==> src/rtl/bit_scrambler.sv <==
// 3GPP Gold-sequence bit scrambler: reseeds x2 from c_init per codeword, fast-forwards NC steps,
// then XORs one sequence bit onto each accepted input bit through a one-deep output register.
module bit_scrambler #(
  parameter int NC      = 1600,
  parameter int CINIT_W = 31
) (
  input  logic               clk,
  input  logic               reset,
  input  logic               s_axis_tdata,
  input  logic               s_axis_tvalid,
  input  logic               s_axis_tlast,
  input  logic [CINIT_W-1:0] s_axis_tuser,
  input  logic               eob_in,
  output logic               s_axis_tready,
  output logic               m_axis_tdata,
  output logic               m_axis_tvalid,
  output logic               m_axis_tlast,
  output logic               eob_out,
  input  logic               m_axis_tready
);

  localparam int CNT_W = (NC > 0) ? $clog2(NC + 1) : 1;
  localparam logic [CNT_W-1:0] NC_CNT = CNT_W'(NC);

  localparam logic [1:0] IDLE   = 2'd0;
  localparam logic [1:0] WARMUP = 2'd1;
  localparam logic [1:0] RUN    = 2'd2;

  logic [1:0]       state;
  logic [CNT_W-1:0] warm_cnt;
  logic [30:0]      x1;
  logic [30:0]      x2;
  logic [30:0]      seed;
  logic [30:0]      x1_next;
  logic [30:0]      x2_next;
  logic             accept;
  logic             c_bit;

  // The seed register is always 31 bits; narrower c_init is zero-extended.
  generate
    if (CINIT_W >= 31) begin : g_seed_trunc
      assign seed = s_axis_tuser[30:0];
    end else begin : g_seed_ext
      assign seed = {{(31 - CINIT_W){1'b0}}, s_axis_tuser};
    end
  endgenerate

  assign x1_next = {x1[3] ^ x1[0], x1[30:1]};
  assign x2_next = {x2[3] ^ x2[2] ^ x2[1] ^ x2[0], x2[30:1]};
  assign c_bit   = x1[0] ^ x2[0];

  assign s_axis_tready = (state == RUN) && (!m_axis_tvalid || m_axis_tready);
  assign accept        = s_axis_tvalid && s_axis_tready;

  // NOTE: all state below uses non-blocking assignments so every register samples
  // pre-edge values, independent of statement order inside the block.
  always_ff @(posedge clk) begin
    if (reset) begin
      state         <= IDLE;
      warm_cnt      <= '0;
      x1            <= 31'd1;
      x2            <= '0;
      m_axis_tdata  <= 1'b0;
      m_axis_tvalid <= 1'b0;
      m_axis_tlast  <= 1'b0;
      eob_out       <= 1'b0;
    end else begin
      case (state)
        IDLE: begin
          if (s_axis_tvalid) begin
            x1       <= 31'd1;
            x2       <= seed;
            warm_cnt <= NC_CNT;
            state    <= (NC > 0) ? WARMUP : RUN;
          end
        end
        WARMUP: begin
          x1 <= x1_next;
          x2 <= x2_next;
          if (warm_cnt != '0) warm_cnt <= warm_cnt - CNT_W'(1);
          if (warm_cnt <= CNT_W'(1)) state <= RUN;
        end
        RUN: begin
          if (accept) begin
            x1 <= x1_next;
            x2 <= x2_next;
            if (s_axis_tlast) state <= IDLE;
          end
        end
        default: state <= IDLE;
      endcase

      // Output register drains independently of the FSM so the last beat of a
      // codeword can still be held or consumed after returning to IDLE.
      if (accept) begin
        m_axis_tdata  <= s_axis_tdata ^ c_bit;
        m_axis_tvalid <= 1'b1;
        m_axis_tlast  <= s_axis_tlast;
        eob_out       <= eob_in;
      end else if (m_axis_tready) begin
        m_axis_tvalid <= 1'b0;
      end
    end
  end

endmodule

==> config.mk <==
export PLATFORM = sky130hd
export DESIGN_NAME = bit_scrambler
export DESIGN_NICKNAME = d
export VERILOG_FILES = /design/src/rtl/bit_scrambler.sv
export SDC_FILE = /design/constraint.sdc
export NUM_CORES = 1
export LEC_CHECK = 0
export CORE_UTILIZATION = 55
export CTS_CLUSTER_DIAMETER = 40
export DETAILED_ROUTE_END_ITERATION = 12
export PLACE_DENSITY = 0.81
export SLEW_MARGIN = 20
export SYNTH_ARGS = -nofsm -noshare
export SYNTH_HDL_FRONTEND = slang
export SYNTH_SLANG_ARGS = --single-unit
==> constraint.sdc <==
create_clock -name clk -period 3.85 [get_ports clk]
set_input_delay 0.77 -clock clk [delete_from_list [all_inputs] [get_ports clk]]
set_output_delay 0.77 -clock clk [all_outputs]
set_load 0.01 [all_outputs]
After elaboration in Yosys (flattened, before gate mapping)
Index checks and enable logic that the tools add are counted.
- bits in registers: 79
- output and inout port bits: 5
- $add $sub $neg: 1
- order comparisons: 1
- equal/unequal tests: 7
- multiplexer cells: 16
- bitwise gates (word level): 6
- reduce and logical (&&, ||, !) cells: 12
- operators by type and width (kind ; count):
    case mux 31 bit (3 select lines) ; 2
    2-to-1 mux 31 bit ; 4
    2-to-1 mux 11 bit ; 2
    case mux 11 bit (2 select lines) ; 1
    <= comparator 11 x 1 -> 1 bit (second input constant) ; 1
    nonzero test 11 bit ; 1
    subtractor 11 x 1 -> 11 bit (second input constant) ; 1
    inequality test 2 bit (second input constant) ; 5
    2-to-1 mux 2 bit ; 4
    case mux 2 bit (3 select lines) ; 1
    AND reduction 3 bit ; 2
    XOR 1 bit ; 6
    AND reduction 4 bit ; 1
    nonzero test 2 bit ; 2
    nonzero test 3 bit ; 1
    equality test 2 x 1 -> 1 bit (second input constant) ; 1
    equality test 2 bit (second input constant) ; 1
    logical AND 1 bit ; 2
    zero test 2 bit ; 1
    2-to-1 mux 1 bit ; 2
    zero test 1 bit ; 1
    logical OR 1 bit ; 1

Longest topological paths before layout
Gate-level depths: netlist of run 1.
- depth after elaboration: 6
- depth in mapped cells: 8

Worst setup path before layout of run 1
No wires, ideal clock.
- path type: input to register
- start: input port s_axis_tvalid
- end: register x2[0]
- arrival time: 1.890 ns
- setup slack: 1.869 ns
- cell stages on the path: 6
- path buffers: 2
- path through: nand2_1 > o22ai_1 > clkbuf_1 > clkbuf_1 > a21oi_1 > a311oi_1
- word-level cells in the longest chain between the ends: 3
- elaborated cells on any way between the ends: 4
- classes of those cells: eq/ne: 2; reduce/logical: 2
- ends and longest elaborated chain (item ; RTL line ; source):
    start: declaration ; 10 ; input logic s_axis_tvalid,
    logical AND 1 bit ; 53 ; assign accept = s_axis_tvalid && s_axis_tready;
    inequality test 2 bit (no line) ; - ;
    AND reduction 3 bit (no line) (*) ; - ;
    end signal: assignment ; 79 ; x2 <= x2_next;
    end signal: assignment ; 86 ; x2 <= x2_next;
    end: declaration ; 32 ; logic [30:0] x2;
Mark *: on every way between the ends. The rest lies on a longest branch, timed or not.
A chain may end at the register's enable or synchronous reset.

Worst setup path after layout of run 1
- start: input port m_axis_tready
- end: output port s_axis_tready
- word-level cells in the longest chain between the ends: 2
- ends and longest elaborated chain (item ; RTL line ; source):
    start: declaration ; 19 ; input logic m_axis_tready
    logical OR 1 bit ; 52 ; assign s_axis_tready = (state == RUN) && (!m_axis_tvalid || m_axis_tready);
    logical AND 1 bit ; 52 ;
    end: declaration ; 14 ; output logic s_axis_tready,
No other way between the ends.

==> results of run 1 <==
synth_stat cells (all sizes together), types with 4 or more instances:
master,count
inv,8
xnor2,5
nand2,12
a311oi,33
or4,9
buf,4
o31ai,4
nor2,8
mux2i,32
ha,8
or3,4
a21oi,73
nand4,31
dfxtp,79
nand2b,4
o21ai,36
clkbuf,38
cells in the final DEF (no fill, tap or decap), types with 3 or more instances in the layout:
master,instances
mux2i_1,32
nand2_1,12
or4_1,6
inv_1,7
dfxtp_1,79
buf_4,5
nor2_1,8
nand2b_1,4
nand4_1,31
ha_1,7
o21ai_0,36
o31ai_1,4
bufinv_16,3
clkdlybuf4s50_1,41
a311oi_1,33
xnor2_1,5
clkbuf_8,10
a21oi_1,73
layout make-up:
class                   instances  share of cell area
clock buffers                  10              0.0314
clock inverters                 6              0.0263
inverters                       8             0.00686
multi-input cells             286               0.444
flip-flops and latches         79               0.361
well taps                      77              0.0220
repair buffers                 48               0.108
layer usage:
| layer | vias to the layer above | track usage |
|---|---|---|
| met5 | - | 0 |
| met4 | 0 | 0.0878 |
| met3 | 5 | 0.0346 |
| met2 | 113 | 0.396 |
| met1 | 1581 | 0.328 |
| li1 | 1624 | - |
power breakdown:
group | internal, mW | switching [mW]
combinational | 0.637 | 0.860
sequential | 1.04 | 0.164
clock | 0.452 | 0.314
total | 2.13 | 1.34
metrics by stage:
stage | std cells | area [µm²] | power (mW)
floorplan | 415 | 3700 | 2.36
global placement | 498 | 4130 | 2.64
detailed placement | 498 | 4130 | 2.69
CTS | 514 | 4380 | 3.46
global route | 514 | 4380 | 3.70
finish | 514 | 4380 | 3.47
state kept, by name, summed over array words and instances, names as in the netlist:
register,flops
eob_out,1
m_axis_tlast,1
x2,31
m_axis_tvalid,1
m_axis_tdata,1
state,2
x1,31
warm_cnt,11
critical path, delay by kind of cell:
| kind | cells | cell delay [ns] |
|---|---|---|
| buffers and inverters | 2 | 1.00 |
| AND/OR/NAND/NOR | 2 | 0.24 |
worst max path at each step:
stage | end | from | slack, ns | depth (start not counted)
floorplan | x2[0]$_SDFFE_PP0P_ | s_axis_tvalid | 1.87 | 6
global placement | s_axis_tready | m_axis_tready | 1.09 | 4
detailed placement | s_axis_tready | m_axis_tready | 1.07 | 4
CTS | s_axis_tready | m_axis_tready | 1.07 | 4
global route | s_axis_tready | m_axis_tready | 1.00 | 4
finish | s_axis_tready | m_axis_tready | 1.07 | 4
cells by family after synthesis:
kind of cell             Yosys count  share of synthesized area
flip-flops                        79                      0.428
AND/OR/NAND/NOR                   82                      0.134
buffers and inverters             50                     0.0508
AO/OA/AOI/OAI                    158                      0.260
XOR/XNOR                           6                     0.0142
adder cells (fa/ha/maj)            8                     0.0271
multiplexers                      32                     0.0866
==> results_dict.tcl, run 1 <==
set metrics [dict create \
    fin_worst_skew_ns 0.00826 \
    crit_type "in2out" \
    cp_slowest_stage_delay_ns 0.52 \
    dpl_worst_slack_ns 1.07 \
    grt_pass1_wl_um 14100 \
    grtUsageTotal 0.243 \
    grt_max_degree 92 \
    whs_path_depth 2 \
    drive_above_1_share 0.0732 \
    gr-total-overflow 0 \
    syn_to_final_growth_pct 18.4 \
    vdd_drop_max_v 0.000410 \
    grt_pass1_vias 3078 \
    power_leakage_nw 1.51 \
    cp_max_fo 2 \
    synth_area_leaders "dfxtp_1 43%, a21oi_1 9.9%, mux2i_1 8.7%" \
    wl_met1_um 3710 \
    final_antenna_net_count 0 \
    synth-seq-cells 79 \
    reg2reg_depth 5 \
    cts_htree_levels 3 \
    cts_setup_buffers 0 \
    cts_num_sinks 79 \
    fin_crit_ns 2.78 \
    worst_setup_path_end_kind "primary output" \
    core_um2 6420 \
    r2r-start "state[1]$_SDFFE_PP0P_" \
    gp_congestion 0.851 \
    drc_errors 3 \
    syn_inst 415 \
    cts_made_buffers 9 \
    fin_crit_sh 0.723 \
    drt_iter0_markers 336 \
    syn_area_um2 3700 \
    yosys_warnings 0 \
    avgRoutedWirePerCell_um 15.8 \
    die_h_um 84.0 \
    maxSlewViolCount 0 \
    final_core_util 0.682 \
    power.density_nw_per_um2 792 \
    via_count 3323 \
    synth_edf_count 0 \
    clock_latency_ns 0.35 \
    viasPerCell 6.46 \
    cts_hold_buf 0 \
    synth_fp_nets 461 \
    seqCellArea_um2 1580 \
    numPortBuffers 42 \
    multiInputGateArea_um2 1940 \
    setup_violations 0 \
    cts_resized 0 \
    start_util 0.576 \
    yosysUniqueCellTypes 42 \
    outcome "finished, violations left" \
    top_layer "met4" \
    fillers 507 \
    cp-start-kind "input pin" \
    hp-start "x1[22]$_SDFFE_PP0P_" \
    finalHoldWorstSlack_ns 0.471 \
    setup-tns-final_ns 0 \
    syn_avg_cell_area_um2 8.91 \
    violations "design-rule violations" \
    max_freq_ghz 0.359 \
    reg2reg_to "x2[21]$_SDFFE_PP0P_" \
    hpwl_um 4880 \
    r2r_slack_ns 1.53 \
    cp_data_arrival_time_ns 2.01 \
    tritoncts "done" \
    fin_nets 478 \
    clockRootBuffer "clkbuf_8" \
    maxCapViolCount 0 \
    synth_top_area_frac 0.428 \
    worstHoldPathType "reg2reg" \
    diodes 0 \
    synth.yosys.seq_area_share 0.428 \
    rsz0062_at_grt "false" \
    worst-endpoint-required_ns 3.08 \
    dieArea_um2 7050 \
    crit_path_frequent_cell "clkdlybuf4s50_1" \
    cts_buffer_depth 2 \
    hold_viol_final 0 \
    worst_pin_slew_ns 0.739 \
    async_reset_ff_frac 0 \
    path_clk_slew_ns 0.09 \
    rows 29 \
    antenna_found_initial 0 \
    path_cells "clkdlybuf4s50_1 > nand2b_1 > and2_1 > clkdlybuf4s50_1" \
    slew_headroom 0.507 \
    crit_slowest_cell "clkdlybuf4s50_1" \
    met2WireLength_um 3910 \
    wl_met3_um 428 \
    ys.flop_type "dfxtp_1" \
    yosysTopAreaCell "dfxtp_1" \
    finalWirelength_um 8100 \
    first_pass_iters 9 \
    worst_slack_ns 1.07 \
    die_w_um 84.0 \
    io_pins 43 \
    min_to "x1[21]$_SDFFE_PP0P_" \
]
Power figures use the tool's default switching activity.
==> run 2: changes to the inputs <==
- CORE_UTILIZATION: 55 -> 50
- PLACE_DENSITY: 0.81 -> 0.77
- clock period: 3.85 -> 2.4 ns (I/O delays scaled with it)
==> run 2 against run 1 <==
Effect of this change:
- the run now ends clean
- wire length shrank 1.8%
- design area grew 1.3%
- die area grew 9.8%
- core utilization shrank 4.7 points
- sequential share of layout area shrank 0.46 points
- critical path type is now reg2out
- largest cell class unchanged
- largest power group unchanged
==> results_dict.tcl, run 2 (synthesized netlist as in run 1, its figures left out) <==
set metrics [dict create \
    maxSlewViolCount 0 \
    fin_worst_skew_ns 0.00770 \
    viasPerCell 5.94 \
    cp_data_arrival_time_ns 1.80 \
    via_count 3191 \
    crit_type "reg2out" \
    power_leakage_nw 1.53 \
    cts_setup_buffers 0 \
    worst-endpoint-required_ns 1.92 \
    layout_commonest_cell "dfxtp_1" \
    syn_to_final_growth_pct 19.9 \
    tritoncts "done" \
    crit_start "state[0]$_SDFFE_PP0P_" \
    maxCapViolCount 0 \
    grt_pass1_vias 2802 \
    cts_hold_buf 0 \
    first_pass_iters 4 \
    diodes 0 \
    die_w_um 88.0 \
    grt_pass1_wl_um 13400 \
    fin_crit_sh 0.949 \
    worst_setup_path_end_kind "primary output" \
    cts_num_sinks 79 \
    rows 30 \
    drt_iter0_markers 246 \
    cp-start-kind "flip-flop" \
    max_freq_ghz 0.439 \
    gr-total-overflow 0 \
    worst_pin_slew_ns 0.766 \
    endpoint "s_axis_tready" \
    start_util 0.530 \
    hold_viol_final 0 \
    finalWirelength_um 7960 \
    cp_max_fo 5 \
    power.density_nw_per_um2 1240 \
    fin_nets 483 \
    mostFrequentLayoutCells "79 x dfxtp_1, 73 x a21oi_1, 41 x clkdlybuf4s50_1, 36 x o21ai_0, 33 x a311oi_1" \
    gp_congestion 0.897 \
    final_antenna_net_count 0 \
    dieArea_um2 7740 \
    r2r_slack_ns 0.19 \
    crit_slowest_cell "clkdlybuf4s50_1" \
    cts_buffer_depth 2 \
    grtUsageTotal 0.218 \
    cp_slowest_stage_delay_ns 0.53 \
    rsz0062_at_grt "false" \
    vdd_drop_max_v 0.000612 \
    worstHoldPathType "reg2reg" \
    largest_registers "x1 (31), x2 (31), warm_cnt (11)" \
    clock_latency_ns 0.34 \
    finalHoldWorstSlack_ns 0.470 \
    path_clk_slew_ns 0.08 \
    setup_violations 0 \
    r2r-start "state[1]$_SDFFE_PP0P_" \
    antenna_found_initial 0 \
    hpwl_um 4950 \
    io_pins 43 \
    cts_made_buffers 9 \
    totalPowerFinal_mw 5.49 \
    drive_above_1_share 0.0816 \
    grt_max_degree 92 \
    seqCellArea_um2 1580 \
    die_h_um 88.0 \
    drc_errors 0 \
    outcome "finished clean" \
    core_um2 6980 \
    clockRootBuffer "clkbuf_8" \
    avgRoutedWirePerCell_um 14.8 \
    fillers 637 \
    fin_crit_ns 2.28 \
    cts_resized 0 \
    numPortBuffers 42 \
    cts_htree_levels 3 \
    reg2reg_depth 6 \
    path_cells "inv_1 > ha_1 > and2_1 > clkdlybuf4s50_1" \
    multiInputGateArea_um2 1940 \
    reg2reg_to "warm_cnt[5]$_SDFFE_PP0P_" \
    slew_headroom 0.489 \
]
## run 2: critical path, delay by kind of cell, from the launching register on
kind                       cells  cell delay [ns]
buffers and inverters          2             0.65
and+or+nand+nor                1             0.17
adders and majority gates      1             0.29
DFF                            1             0.35
## run 2: final cells by class
class	count	area share
clock buffers	9	0.0279
clock inverters	6	0.0195
inverters	8	0.00677
multi-input cells	286	0.438
flip-flops and latches	79	0.357
well taps	96	0.0271
repair buffers	53	0.124
## run 2: where the power goes
part	internal [mW]	switching, mW
Sequential	1.67	0.261
Combinational	1.12	1.39
Clock	0.578	0.473
Total	3.36	2.13
## run 2: worst min-delay path by stage
stage | slack, ns | from | end | cells after the start
final | 0.47 | x1[12]$_SDFFE_PP0P_ | x1[11]$_SDFFE_PP0P_ | 2
after global routing | 0.49 | x1[17]$_SDFFE_PP0P_ | x1[16]$_SDFFE_PP0P_ | 2
after CTS | 0.47 | x1[17]$_SDFFE_PP0P_ | x1[16]$_SDFFE_PP0P_ | 2
after detailed placement | 0.46 | x1[13]$_SDFFE_PP0P_ | x1[12]$_SDFFE_PP0P_ | 2
after global placement | 0.45 | warm_cnt[1]$_SDFFE_PP0P_ | warm_cnt[1]$_SDFFE_PP0P_ | 2
after floorplan | 0.44 | warm_cnt[1]$_SDFFE_PP0P_ | warm_cnt[1]$_SDFFE_PP0P_ | 2
## run 2: metrics by stage
step                setup TNS [ns]  utilization  std cells  worst slack (ns)  instance area [µm²]
finish                           0        0.635        537             0.122                 4430
global route                     0        0.635        537            0.0204                 4430
CTS                              0        0.635        537            0.0991                 4430
detailed placement          -0.115        0.605        522           -0.0390                 4220
global placement                 0        0.605        522            0.0198                 4220
floorplan                        0            -        415             0.480                 3700
## run 2: layer usage
| layer | global-route usage | vias to the layer above | part of all wire |
|---|---|---|---|
| met5 | 0 | - | 0 |
| met4 | 0.0820 | 0 | 0.012 |
| met3 | 0.0377 | 8 | 0.035 |
| met2 | 0.326 | 68 | 0.47 |
| met1 | 0.311 | 1486 | 0.49 |
| li1 | - | 1629 | - |
==> run 3: changes to the inputs <==
- clock period: 2.4 -> 1.9 ns (I/O delays scaled with it)
==> run 3 against run 2 <==
Effect of this change:
- final cell count increased by 7.3%
- wire length increased by 23%
- critical path depth increased by 3
- clock power increased by 47%
- clock-buffer cell count increased by 1
- combinational power increased by 78%
- register-to-register slack got worse by 0.17 ns
- design area increased by 12%
- worst setup slack got worse by 0.10 ns
- non-clock buffer count increased by 37
- die area unchanged
- sequential share of layout area decreased by 3.8 points
- critical path type is now reg2reg
- largest power group unchanged
==> results_dict.tcl, run 3 (synthesized netlist as in run 1, its figures left out) <==
set metrics [dict create \
    cts_made_buffers 9 \
    cts_hold_buf 0 \
    hold_viol_final 0 \
    wl_met1_um 4440 \
    worstHoldPathType "reg2reg" \
    fin_crit_ns 1.88 \
    finalWirelength_um 9780 \
    syn_to_final_growth_pct 34.9 \
    cp_max_fo 5 \
    crit_type "reg2reg" \
    grtUsageTotal 0.245 \
    diodes 0 \
    min_to "x1[6]$_SDFFE_PP0P_" \
    mostFrequentLayoutCells "74 x dfxtp_1, 70 x a21oi_1, 40 x clkdlybuf4s50_1, 36 x o21ai_0, 36 x buf_4" \
    grt_pass1_vias 3179 \
    largest_registers "x1 (31), x2 (31), warm_cnt (11)" \
    rows 30 \
    wl_met3_um 473 \
    die_w_um 88.0 \
    cts_buffer_depth 2 \
    outcome "finished clean" \
    cts_htree_levels 3 \
    gp_congestion 0.864 \
    cp_data_arrival_time_ns 2.17 \
    antenna_found_initial 0 \
    maxSlewViolCount 0 \
    r2r_slack_ns 0.02 \
    numPortBuffers 42 \
    io_pins 43 \
    hp-start "x1[7]$_SDFFE_PP0P_" \
    fin_worst_skew_ns 0.0118 \
    final_antenna_net_count 0 \
    fin_nets 521 \
    drc_errors 0 \
    gr-total-overflow 0 \
    max_freq_ghz 0.532 \
    worst-endpoint-required_ns 2.19 \
    reg2reg_depth 7 \
    clock_latency_ns 0.36 \
    core_um2 6980 \
    finalNonFillerCells 576 \
    hpwl_um 5450 \
    cts_num_sinks 79 \
    met2WireLength_um 4620 \
    dieArea_um2 7740 \
    place_inst 553 \
    rsz0062_at_grt "true" \
    start_util 0.530 \
    power_leakage_nw 1.78 \
    grt_pass1_wl_um 14800 \
    clockRootBuffer "clkbuf_8" \
    first_pass_iters 6 \
    worst_setup_path_end_kind "flip-flop" \
    cp-start-kind "flip-flop" \
    die_h_um 88.0 \
    finalHoldWorstSlack_ns 0.475 \
    tritoncts "done" \
    vdd_drop_max_v 0.000871 \
    fin_crit_sh 0.989 \
    power.density_nw_per_um2 1690 \
    drive_above_1_share 0.206 \
    drt_iter0_markers 337 \
    viasPerCell 6.18 \
    whs_path_depth 2 \
    reg2reg_to "warm_cnt[8]$_SDFFE_PP0P_" \
    via_count 3560 \
    maxCapViolCount 0 \
    avgRoutedWirePerCell_um 17.0 \
    worst_pin_slew_ns 0.448 \
    setup_violations 0 \
    path_clk_slew_ns 0.09 \
    r2r-start "state[0]$_SDFFE_PP0P_" \
    top_layer "met4" \
    layout_commonest_cell "dfxtp_1" \
    grt_max_degree 76 \
    slew_headroom 0.700 \
]
## run 3: where the power goes
group,switching (mW),internal [mW]
Sequential,0.338,2.12
Clock,0.661,0.883
Combinational,2.24,2.21
## run 3: timing repair
item / CTS / global route
setup buffers: 0 / 3
pin swaps: 4 / 6
setup endpoints to repair: 27 / 22
resized for setup: 17 / 20
cloned: 1 / 3
## run 3: worst max path at each step
stage	slack (ns)	depth (start not counted)	startpoint	endpoint
2_1_floorplan	0.01	8	state[0]$_SDFFE_PP0P_	x2[14]$_SDFFE_PP0P_
3_3_place_gp	-0.18	5	s_axis_tvalid	warm_cnt[3]$_SDFFE_PP0P_
3_5_place_dp	-0.27	6	s_axis_tvalid	warm_cnt[8]$_SDFFE_PP0P_
4_1_cts	0.003	5	state[0]$_SDFFE_PP0P_	s_axis_tready
5_1_grt	-0.02	4	warm_cnt[4]$_SDFFE_PP0P_	warm_cnt[7]$_SDFFE_PP0P_
6_report	0.02	7	state[0]$_SDFFE_PP0P_	warm_cnt[8]$_SDFFE_PP0P_
## run 3: stage by stage
step                      power, mW  worst slack (ns)   util  TNS (ns)  instance area, µm²
final                          8.46            0.0211  0.715         0                4990
after global routing           8.93           -0.0246  0.715   -0.0542                4990
after CTS                      7.83           0.00271  0.687         0                4800
after detailed placement       6.09            -0.270  0.642    -10.47                4480
after global placement         5.98            -0.177  0.642     -5.81                4480
after floorplan                4.80            0.0120      -         0                3700
## run 3: critical path, stage by stage (launching register included)
cell and delay [ns]:
dfxtp_4 0.38, inv_2 0.05, ha_4 0.17, mux2i_2 0.17, a41o_4 0.28, buf_4 0.14
or4_1 0.49, a21oi_2 0.14
## run 3: layer usage
metal,vias to the layer above,GRT usage
li1,1711,-
met1,1703,0.340
met2,125,0.371
met3,21,0.0368
met4,0,0.124
met5,-,0
## run 3: layout make-up
cell class | count | area, µm²
Tap cell | 96 | 120
Clock inverter | 6 | 115
Sequential cell | 79 | 1590
Clock buffer | 10 | 128
Fill cell | 538 | 1990
Multi-Input combinational cell | 287 | 2080
Timing Repair Buffer | 90 | 923
Inverter | 8 | 30.0
